### src/rtl/sseg_serial_driver.sv
// sseg_serial_driver
//   Segment-map and serial-shift engine for an N-digit 7-segment shift-register chain.
//   A display word is captured on start, mapped into per-digit segment bytes (raw or
//   plane-interleaved), optionally inverted, then shifted out on a divided serial clock
//   and finished with a latch pulse.
//
// Parameters
//   N_DIGITS   number of digits; frame width is 8*N_DIGITS bits
//   HALF_DIV   system clocks per seg_clk half-period
//   MSB_FIRST  1: frame bit W-1 goes out first; 0: bit 0 goes out first
//   SEG_INV    1: every frame bit is inverted (active-low segment boards)
//
// Ports
//   clk        system clock, rising edge
//   rst_n      asynchronous active-low reset
//   start      frame request, accepted only while busy is low
//   mode       0: raw bytes, 1: plane-interleaved map (captured with start)
//   disp_num   display word (captured with start)
//   seg_clk    serial clock to the chain
//   seg_dout   serial data, stable across every seg_clk rising edge
//   seg_latch  storage latch pulse, HALF_DIV clocks after the last bit
//   busy       frame in flight
//   done       one-cycle completion pulse (last latch cycle)

module sseg_serial_driver #(
    parameter int unsigned N_DIGITS  = 8,
    parameter int unsigned HALF_DIV  = 2,
    parameter bit          MSB_FIRST = 1'b1,
    parameter bit          SEG_INV   = 1'b0
) (
    input  logic                  clk,
    input  logic                  rst_n,
    input  logic                  start,
    input  logic                  mode,
    input  logic [8*N_DIGITS-1:0] disp_num,
    output logic                  seg_clk,
    output logic                  seg_dout,
    output logic                  seg_latch,
    output logic                  busy,
    output logic                  done
);

    localparam int unsigned N      = N_DIGITS;
    localparam int unsigned FrameW = 8 * N_DIGITS;
    localparam int unsigned HcW    = $clog2(HALF_DIV + 1);
    localparam int unsigned BcW    = $clog2(FrameW + 1);

    localparam logic [HcW-1:0] HcLast = HcW'(HALF_DIV - 1);
    localparam logic [BcW-1:0] BcLast = BcW'(FrameW - 1);

    typedef enum logic [1:0] {
        StIdle,
        StShift,
        StLatch
    } state_e;

    state_e              state_q, state_d;
    logic [FrameW-1:0]   frame_q, frame_d;
    logic [HcW-1:0]      half_cnt_q, half_cnt_d;
    logic [BcW-1:0]      bit_cnt_q, bit_cnt_d;
    logic                seg_clk_q, seg_clk_d;

    logic [FrameW-1:0]   map_planes;
    logic [FrameW-1:0]   frame_in;
    logic                half_last;
    logic                accept;

    // Plane-interleaved map: digit d takes its segments from the bit planes of the
    // display word, with digit order reversed (r = N-1-d).
    for (genvar d = 0; d < N; d++) begin : g_map
        localparam int unsigned R = N - 1 - d;
        assign map_planes[8*d +: 8] = {
            disp_num[5*N + 2*R],
            disp_num[7*N + R],
            disp_num[N + 2*R + 1],
            disp_num[3*N + 2*R + 1],
            disp_num[5*N + 2*R + 1],
            disp_num[3*N + 2*R],
            disp_num[N + 2*R],
            disp_num[R]
        };
    end

    assign frame_in = (mode ? map_planes : disp_num) ^ {FrameW{SEG_INV}};

    assign half_last = (half_cnt_q == HcLast);

    // The final latch cycle doubles as the done cycle, so a new start is taken on the
    // same edge that ends the frame and back-to-back frames leave no gap.
    assign done      = (state_q == StLatch) && half_last;
    assign busy      = (state_q != StIdle) && !done;
    assign accept    = start && !busy;
    assign seg_latch = (state_q == StLatch);
    assign seg_clk   = seg_clk_q;

    // The outgoing bit always sits at the shift end; it is left unshifted after the
    // last bit so seg_dout holds its value while idle.
    assign seg_dout  = MSB_FIRST ? frame_q[FrameW-1] : frame_q[0];

    always_comb begin
        state_d    = state_q;
        frame_d    = frame_q;
        half_cnt_d = half_cnt_q;
        bit_cnt_d  = bit_cnt_q;
        seg_clk_d  = seg_clk_q;

        unique case (state_q)
            StIdle: begin
            end
            StShift: begin
                if (half_last) begin
                    half_cnt_d = '0;
                    if (!seg_clk_q) begin
                        seg_clk_d = 1'b1;
                    end else begin
                        seg_clk_d = 1'b0;
                        if (bit_cnt_q == BcLast) begin
                            bit_cnt_d = '0;
                            state_d   = StLatch;
                        end else begin
                            bit_cnt_d = bit_cnt_q + 1'b1;
                            frame_d   = MSB_FIRST ? {frame_q[FrameW-2:0], 1'b0}
                                                  : {1'b0, frame_q[FrameW-1:1]};
                        end
                    end
                end else begin
                    half_cnt_d = half_cnt_q + 1'b1;
                end
            end
            StLatch: begin
                if (half_last) begin
                    half_cnt_d = '0;
                    state_d    = StIdle;
                end else begin
                    half_cnt_d = half_cnt_q + 1'b1;
                end
            end
            default: begin
                state_d = StIdle;
            end
        endcase

        if (accept) begin
            state_d    = StShift;
            frame_d    = frame_in;
            half_cnt_d = '0;
            bit_cnt_d  = '0;
            seg_clk_d  = 1'b0;
        end
    end

    always_ff @(posedge clk or negedge rst_n) begin
        if (!rst_n) begin
            state_q    <= StIdle;
            frame_q    <= '0;
            half_cnt_q <= '0;
            bit_cnt_q  <= '0;
            seg_clk_q  <= 1'b0;
        end else begin
            state_q    <= state_d;
            frame_q    <= frame_d;
            half_cnt_q <= half_cnt_d;
            bit_cnt_q  <= bit_cnt_d;
            seg_clk_q  <= seg_clk_d;
        end
    end

endmodule

### config.mk
export PLATFORM = sky130hd
export DESIGN_NAME = sseg_serial_driver
export DESIGN_NICKNAME = d
export VERILOG_FILES = /design/src/rtl/sseg_serial_driver.sv
export SDC_FILE = /design/constraint.sdc
export NUM_CORES = 1
export LEC_CHECK = 0
export ABC_CLOCK_PERIOD_IN_PS = 3200
export CAP_MARGIN = 20
export CORE_MARGIN = 2
export CORE_UTILIZATION = 58
export CTS_CLUSTER_DIAMETER = 60
export DETAILED_ROUTE_END_ITERATION = 10
export MAX_ROUTING_LAYER = met4
export PLACE_DENSITY = 0.86
export SLEW_MARGIN = 20
export SYNTH_ARGS = -nofsm -noshare
export SYNTH_HDL_FRONTEND = slang
export SYNTH_SLANG_ARGS = --single-unit
### constraint.sdc
create_clock -name clk -period 3.2 [get_ports clk]
set_input_delay 0.48 -clock clk [delete_from_list [all_inputs] [get_ports clk]]
set_output_delay 0.48 -clock clk [all_outputs]
set_load 0.05 [all_outputs]
## After elaboration in Yosys (flattened, before gate mapping)

Index checks and enable logic that the tools add are counted.

| operators by class | value |
|---|---|
| $add $sub $neg | 2 |
| equality and inequality tests | 10 |
| mux-type cells | 24 |
| reduce and logical (&&, ||, !) cells | 16 |

Operators by type and width:

| operator | number |
|---|---|
| $mux 64 | 6 |
| $mux 7 | 5 |
| $mux 2 | 8 |
| $reduce_bool 2->1 | 5 |
| $ne 3x3->1 const B | 3 |
| $add 7x1->7 const B | 1 |
| $eq 7x6->1 const B | 1 |
| $pmux 2 s3 | 1 |
| $reduce_and 5->1 | 1 |
| $eq 2x1->1 const B | 2 |
| $mux 1 | 4 |
| $ne 2x2->1 const B | 2 |
| $reduce_and 4->1 | 1 |
| $logic_and 1x1->1 | 3 |
| $ne 3x1->1 const B | 1 |
| $reduce_and 3->1 | 1 |
| $add 2x1->2 const B | 1 |
| $eq 2x2->1 const B | 1 |
| $logic_not 1->1 | 2 |
| $logic_not 2->1 | 1 |
| $reduce_and 2->1 | 1 |
| $reduce_or 2->1 | 1 |

| word-level totals | value |
|---|---|
| register bits | 76 |
| logic and storage cells | 57 |

## Depth between registers and ports, before layout

Gate-level depths: netlist of run 1.

| depth | value |
|---|---|
| depth after elaboration | 8 |
| gate-level depth with buffers | 8 |
| depth with buffers taken out | 6 |

## Worst setup path after synthesis of run 1

No wires, ideal clock.

| timing | value |
|---|---|
| path type | register to output |
| start point | register state_q[0] |
| end point | output port busy |
| data arrival time | 1.936 ns |
| setup slack | 0.784 ns |
| cell stages (with the launch flop) | 6 |
| path buffers | 0 |
| cell sequence | dfrtp_1 inv_1 ha_1 nand3b_1 inv_1 nor2_1 |

| on the way | value |
|---|---|
| word-level cells in the longest chain between the ends | 4 |
| elaborated cells between the ends (all ways) | 5 |
| classes of those cells | eq/ne: 1; reduce/logical: 4 |

Ends and longest elaborated chain:

| element | RTL line | source |
|---|---|---|
| start: declaration | 57 | `state_e state_q, state_d;` |
| start signal: assignment | 154 | `state_q <= StIdle;` |
| start signal: assignment | 160 | `state_q <= state_d;` |
| $eq 2x2->1 | - |  |
| via seg_latch | 38 | `output logic seg_latch,` |
| $logic_and 1x1->1 | 90 | `assign done = (state_q == StLatch) && half_last;` |
| via done | 40 | `output logic done` |
| $logic_not 1->1 | 91 | `assign busy = (state_q != StIdle) && !done;` |
| $logic_and 1x1->1 | 91 |  |
| end: declaration | 39 | `output logic busy,` |

The timed path passes the listed nets, and every way through them passes these cells.

## Worst setup path in the final report of run 1

| timing | value |
|---|---|
| start point | register state_q[0] |
| end point | output port busy |

| on the way | value |
|---|---|
| word-level cells in the longest chain between the ends | 4 |
| elaborated cells between the ends (all ways) | 5 |
| classes of those cells | eq/ne: 1; reduce/logical: 4 |

Ends and longest elaborated chain:

| element | RTL line |
|---|---|
| $eq 2x2->1 | 90 |
| $logic_and 1x1->1 | 90 |
| $logic_not 1->1 | 91 |
| $logic_and 1x1->1 * | 91 |

Every way passes the cells marked *; elsewhere a longest branch is shown, timed or not.

==> results of run 1 <==
-- cell families after synthesis --
group	share of synthesized area, %
AO/OA/AOI/OAI	23.98
AND/OR/NAND/NOR	9.763
flip-flops	43.39
multiplexers	14.84
buffers and inverters	6.080
XOR/XNOR	0.7995
adder cells (fa/ha/maj)	1.142
-- per-layer routing --
metal  track usage [%]  part of all wire [%]  wire length [um]
met5                 -                     0                 0
met4             9.975                   1.8               196
met3             6.058                   7.2               781
met2             42.28                    49              5262
met1             37.80                    42              4593
-- cell usage after synthesis, types with 2 or more instances --
master,count,share of area (%)
a22oi_1,32,5.5
a311oi_1,2,0.40
nand3_1,2,0.23
nor2b_1,2,0.29
buf_6,9,2.3
a21o_1,2,0.34
ha_1,4,1.1
a21oi_1,63,7.2
and3_1,2,0.29
xor2_1,3,0.60
nor2_1,13,1.1
dfrtp_1,76,43
nand4_1,3,0.43
inv_1,4,0.34
nand2_1,68,5.8
a22oi_2,32,9.1
nand2b_1,2,0.29
mux2i_1,65,15
buf_4,6,1.0
o21ai_0,4,0.46
buf_2,21,2.4
-- cell usage in the layout (no fill, tap or decap), types with 9 or more instances in the layout --
master            n
a21oi_1          63
a22oi_1          32
a22oi_2          32
buf_4             9
clkbuf_8          9
clkdlybuf4s50_1  70
dfrtp_1          76
mux2i_1          65
nand2_1          68
nor2_1           13
-- area by class of cell --
class	instances	area [um^2]	area share (%)
Multi-Input combinational cell	310	2241	42.44
Sequential cell	76	1902	36.02
Timing Repair Buffer	81	793.3	15.02
Clock buffer	10	127.6	2.417
Tap cell	99	123.9	2.346
Clock inverter	5	77.57	1.469
Inverter	4	15.01	0.2844
-- power by group through the flow --
stage                     registers (mW)  clock network [mW]  logic [mW]
after floorplan                     1.66                   0        1.36
after global placement              1.66                   0        1.65
after detailed placement            1.68                   0        1.72
after CTS                           1.67               0.793        1.75
after global routing                1.72               0.833        1.93
final                               1.68               0.786        1.73
-- registers in the layout, indices dropped and copies added, names as in the netlist --
name and count:
frame_q 64, bit_cnt_q 7, half_cnt_q 2, state_q 2
seg_clk 1
-- final timing paths --
path                            slack, ns          end       start  cells after the start
worst max-delay path                 0.51         busy  state_q[0]                      6
worst min-delay path                 0.35  frame_q[18]       rst_n                      2
worst max register to register       1.09  frame_q[60]  state_q[0]                      7
worst min register to register       0.51   state_q[0]  state_q[0]                      1
max in group asynchronous            2.22  frame_q[57]       rst_n                      2
min in group clk                     0.51   state_q[0]  state_q[0]                      1
-- metrics by stage --
| stage | instances | utilization (%) | total power [mW] | setup slack (ns) |
|---|---|---|---|---|
| finish | 585 | 72.41 | 4.196 | 0.5135 |
| global route | 585 | 72.41 | 4.492 | 0.4278 |
| CTS | 585 | 72.41 | 4.209 | 0.5094 |
| detailed placement | 570 | 69.60 | 3.408 | 0.9053 |
| global placement | 570 | 69.60 | 3.313 | 0.9723 |
| floorplan | 426 | - | 3.018 | 0.7845 |
-- worst register-to-register path, delay by kind of cell (launching register included) --
| family | cells | cell delay [ns] |
|---|---|---|
| fa+ha+maj | 1 | 0.21 |
| simple gates | 1 | 0.18 |
| buf+inv | 2 | 0.60 |
| compound gates | 3 | 0.63 |
| flops | 1 | 0.40 |
==> results.sh, run 1 <==
export IMPL_nFillCells=552
export IMPL_io_buffers=72
export IMPL_fp_dieArea_um2=8268
export IMPL_ir_drop_mv=0.4780
export IMPL_worstHoldPathType="primary input to async pin"
export IMPL_area_growth_pct=20.47
export IMPL_p_per_area_nw_per_um2=794.6
export IMPL_setup_viol=0
export IMPL_period_minus_slack_ns=2.687
export IMPL_crit_chain="inv_1 > ha_1 > nand3b_1 > inv_1 > nor2_1 > clkdlybuf4s50_1"
export IMPL_nNetsFinal=554
export IMPL_clkTransAtPathRegs_ns=0.08
export IMPL_synth_ff_latch_count=76
export IMPL_power_frac_clock_pct=18.7
export IMPL_ys_warnings_count=0
export IMPL_startpoint_type="flop"
export IMPL_antenna_found_initial=0
export IMPL_drtIter0Drc=252
export IMPL_cp_slowest_cell="clkdlybuf4s50_1"
export IMPL_syn_nets=498
export IMPL_drv_slew=0
export IMPL_skew_ns=0.01332
export IMPL_yosysSeqAreaShare_pct=43.39
export IMPL_status="finished clean"
export IMPL_cts_tree="built"
export IMPL_drc=0
export IMPL_grt_pass1_wl_um=17830
export IMPL_root_buffer="clkbuf_8"
export IMPL_cts_hold_buf=0
export IMPL_antenna_cells=0
export IMPL_syn_inst=426
export IMPL_rsz0062_at_grt="no"
export IMPL_tightest_slew_ns=0.9583
export IMPL_path_delay_family="buffers and inverters"
export IMPL_synth_distinct_cells=32
export IMPL_synth_edf_count=0
export IMPL_crit_buf_inv=3
export IMPL_critPathKind="flop to output port"
export IMPL_hold_worst_slack_ns=0.3508
export IMPL_dp_hpwl_um=7523
export IMPL_core_area_um2=7292
export IMPL_ctsResizeCount=0
export IMPL_comb_power_share_pct=41.3
export IMPL_post_route_period_util_pct=83.95
export IMPL_final_antenna_net_count=0
export IMPL_dpl_cell_area_um2=5075
export IMPL_cts_buffer_depth=2
export IMPL_power_frac_seq_pct=40.0
export IMPL_critical_path_max_stage_delay_ns=0.80
export IMPL_insertion_delay_ns=0.35
export IMPL_first_pass_iters=6
export IMPL_crit_top_cell="inv_1"
export IMPL_htree_levels=3
export IMPL_cts_made_buffers=9
export IMPL_avgSynthCellArea_um2=10.29
export IMPL_placementRows=31
export IMPL_grt_usage_pct=28.05
export IMPL_vias=3561
export IMPL_wl_um=10830
export IMPL_globalRouteOverflowTotal=0
export IMPL_drt_wirelength_per_cell_um=18.52
export IMPL_via_per_inst=6.087
export IMPL_arrival_ns=2.21
export IMPL_maxSlewHeadroom_pct=36.11
export IMPL_post_cts_buffers=0
export IMPL_start_util_pct=60.11
export IMPL_ys_async_sr_fraction_pct=100.0
export IMPL_cts_sinks=76
export IMPL_power_switching_mw=1.612
export IMPL_setup_tns_final_ns=0
export IMPL_synth_main_ff_cell="dfrtp_1"
export IMPL_die_y_um=90.93
export IMPL_maxCapViolCount=0
export IMPL_critPathCaptureType="output port"
export IMPL_cp_required_ns=2.72
export IMPL_netSwitchingFraction_pct=38.43
export IMPL_final_area_um2=5280
export IMPL_finalWeightedCongestion=0.8543
export IMPL_grt_pass1_vias=3549
export IMPL_internal_power_mw=2.583
export IMPL_p_leak_nw=2.415
export IMPL_drive_gt1_share_pct=12.96
export IMPL_clock_fmax_mhz=372.2
export IMPL_cp_max_fo=3
export IMPL_hold_viol_final=0
export IMPL_grt_max_degree=77
export IMPL_chipWidth_um=90.93
export IMPL_io_pins=73
export IMPL_syn_area_um2=4383
Note: power is estimated with default switching activity, not from simulation.
==> run 2, diff against run 1 <==
Settings changed: ABC_CLOCK_PERIOD_IN_PS 3200 to 2650, CORE_UTILIZATION 58 to 54, PLACE_DENSITY 0.86 to 0.81.
Clock period 3.2 ns to 2.65 ns, I/O delays scaled along.
==> run 2 against run 1 <==
Die area rose by 7.1%; routed wire length fell by 2.8%; design area rose by 0.81%; worst hold slack got worse by 0.28 ns; global-route usage fell by 2.6 points; register-to-register slack got worse by 0.38 ns.
==> results.sh, run 2 (synthesized netlist as in run 1, its figures left out) <==
export IMPL_status="finished clean"
export IMPL_dp_hpwl_um=7299
export IMPL_vias=3530
export IMPL_critPathKind="flop to output port"
export IMPL_grt_usage_pct=25.48
export IMPL_core_area_um2=7807
export IMPL_clkTransAtPathRegs_ns=0.09
export IMPL_p_leak_nw=2.426
export IMPL_setup_tns_final_ns=0
export IMPL_placementRows=32
export IMPL_nNetsFinal=554
export IMPL_multiInputGateArea_um2=2241
export IMPL_root_buffer="clkbuf_8"
export IMPL_drtIter0Drc=193
export IMPL_critPathCaptureType="output port"
export IMPL_nFillCells=621
export IMPL_finalWeightedCongestion=0.8565
export IMPL_dr_wl_met3_um=581
export IMPL_wl_met2_um=5266
export IMPL_setup_viol=0
export IMPL_startpoint_type="flop"
export IMPL_io_pins=73
export IMPL_ir_drop_mv=0.6794
export IMPL_drc=0
export IMPL_globalRouteOverflowTotal=0
export IMPL_hold_worst_slack_ns=0.06857
export IMPL_cts_sinks=76
export IMPL_final_common_cell="dfrtp_1"
export IMPL_cts_made_buffers=9
export IMPL_rr_worst_depth=7
export IMPL_drive_gt1_share_pct=13.14
export IMPL_cts_buffer_depth=2
export IMPL_critPathLaunch="state_q[0]"
export IMPL_io_buffers=72
export IMPL_placed_cells=573
export IMPL_first_pass_iters=5
export IMPL_highest_layer="met4"
export IMPL_wl_um=10530
export IMPL_post_route_period_util_pct=94.98
export IMPL_chipWidth_um=94.09
export IMPL_antenna_cells=0
export IMPL_final_cells=589
export IMPL_antenna_found_initial=0
export IMPL_rr_endpoint="frame_q[44]"
export IMPL_cp_max_fo=3
export IMPL_grt_max_degree=108
export IMPL_htree_levels=3
export IMPL_dpl_cell_area_um2=5104
export IMPL_post_cts_buffers=0
export IMPL_rr_startpoint="state_q[0]"
export IMPL_arrival_ns=2.12
export IMPL_reg2reg_slack_ns=0.71
export IMPL_start_util_pct=56.14
export IMPL_seq_area_um2=1902
export IMPL_cts_tree="built"
export IMPL_hold_viol_final=0
export IMPL_clock_fmax_mhz=397.3
export IMPL_die_y_um=94.09
export IMPL_p_per_area_nw_per_um2=954.7
export IMPL_grt_pass1_vias=3433
export IMPL_top_regs="frame_q (64), bit_cnt_q (7)"
export IMPL_rsz0062_at_grt="no"
export IMPL_insertion_delay_ns=0.36
export IMPL_via_per_inst=5.993
export IMPL_met1Wirelength_um=4507
export IMPL_area_growth_pct=21.44
export IMPL_final_cell_mix="dfrtp_1, clkdlybuf4s50_1, nand2_1, mux2i_1, a21oi_1"
export IMPL_drt_wirelength_per_cell_um=17.88
export IMPL_maxSlewHeadroom_pct=60.99
export IMPL_period_minus_slack_ns=2.517
export IMPL_grt_pass1_wl_um=16930
export IMPL_largest_register="frame_q"
export IMPL_drv_slew=0
export IMPL_cp_required_ns=2.25
export IMPL_worstHoldPathType="primary input to async pin"
export IMPL_power_total_mw=5.081
export IMPL_skew_ns=0.01636
export IMPL_maxCapViolCount=0
export IMPL_tightest_slew_ns=0.5852
export IMPL_cts_hold_buf=0
export IMPL_largest_reg_flops=64
export IMPL_final_area_um2=5323
export IMPL_final_antenna_net_count=0
export IMPL_crit_end="done"
export IMPL_fp_dieArea_um2=8853
## run 2: timing repair
action | 4_1_cts | 5_1_grt
setup endpoints to repair | 0 | 1
resized for setup | 0 | 1
endpoints found under the hold margin | 0 | 0
## run 2: where the power goes
part	total (mW)	internal (mW)	switching, mW
sequential	2.02	1.70	0.317
combinational	2.09	0.898	1.19
clock	0.975	0.531	0.445
total	5.08	3.13	1.95
## run 2: worst min-delay path by stage
stage | to | cells past startpoint
3_3_place_gp | frame_q[18] | 2
2_1_floorplan | bit_cnt_q[0] | 0
3_5_place_dp | frame_q[17] | 2
4_1_cts | frame_q[21] | 2
5_1_grt | frame_q[17] | 2
6_report | frame_q[17] | 2
## run 2: per-stage QoR
stage | util (%) | setup slack (ns)
global route | 68.17 | 0.02517
floorplan | - | 0.3170
global placement | 65.37 | 0.5143
finish | 68.17 | 0.1330
detailed placement | 65.37 | 0.4628
CTS | 68.14 | 0.07420
## run 2: layout make-up
cell class,instances,share of cell area (%)
Sequential cell,76,35.73
Timing Repair Buffer,81,15.42
Multi-Input combinational cell,310,42.10
Clock buffer,10,2.398
Tap cell,102,2.398
Inverter,4,0.2821
Clock inverter,6,1.669
## run 2: per-layer routing
layer	vias to the layer above	global-route usage, %
li1	1666	-
met1	1747	34.45
met2	103	39.46
met3	14	3.531
met4	0	9.420
met5	-	-
## run 2: critical path, stage by stage, from the launching register on
cell and delay (ns):
dfrtp_1 0.40, inv_1 0.08, ha_1 0.19, nand3b_1 0.17, inv_1 0.13, clkdlybuf4s50_1 0.80
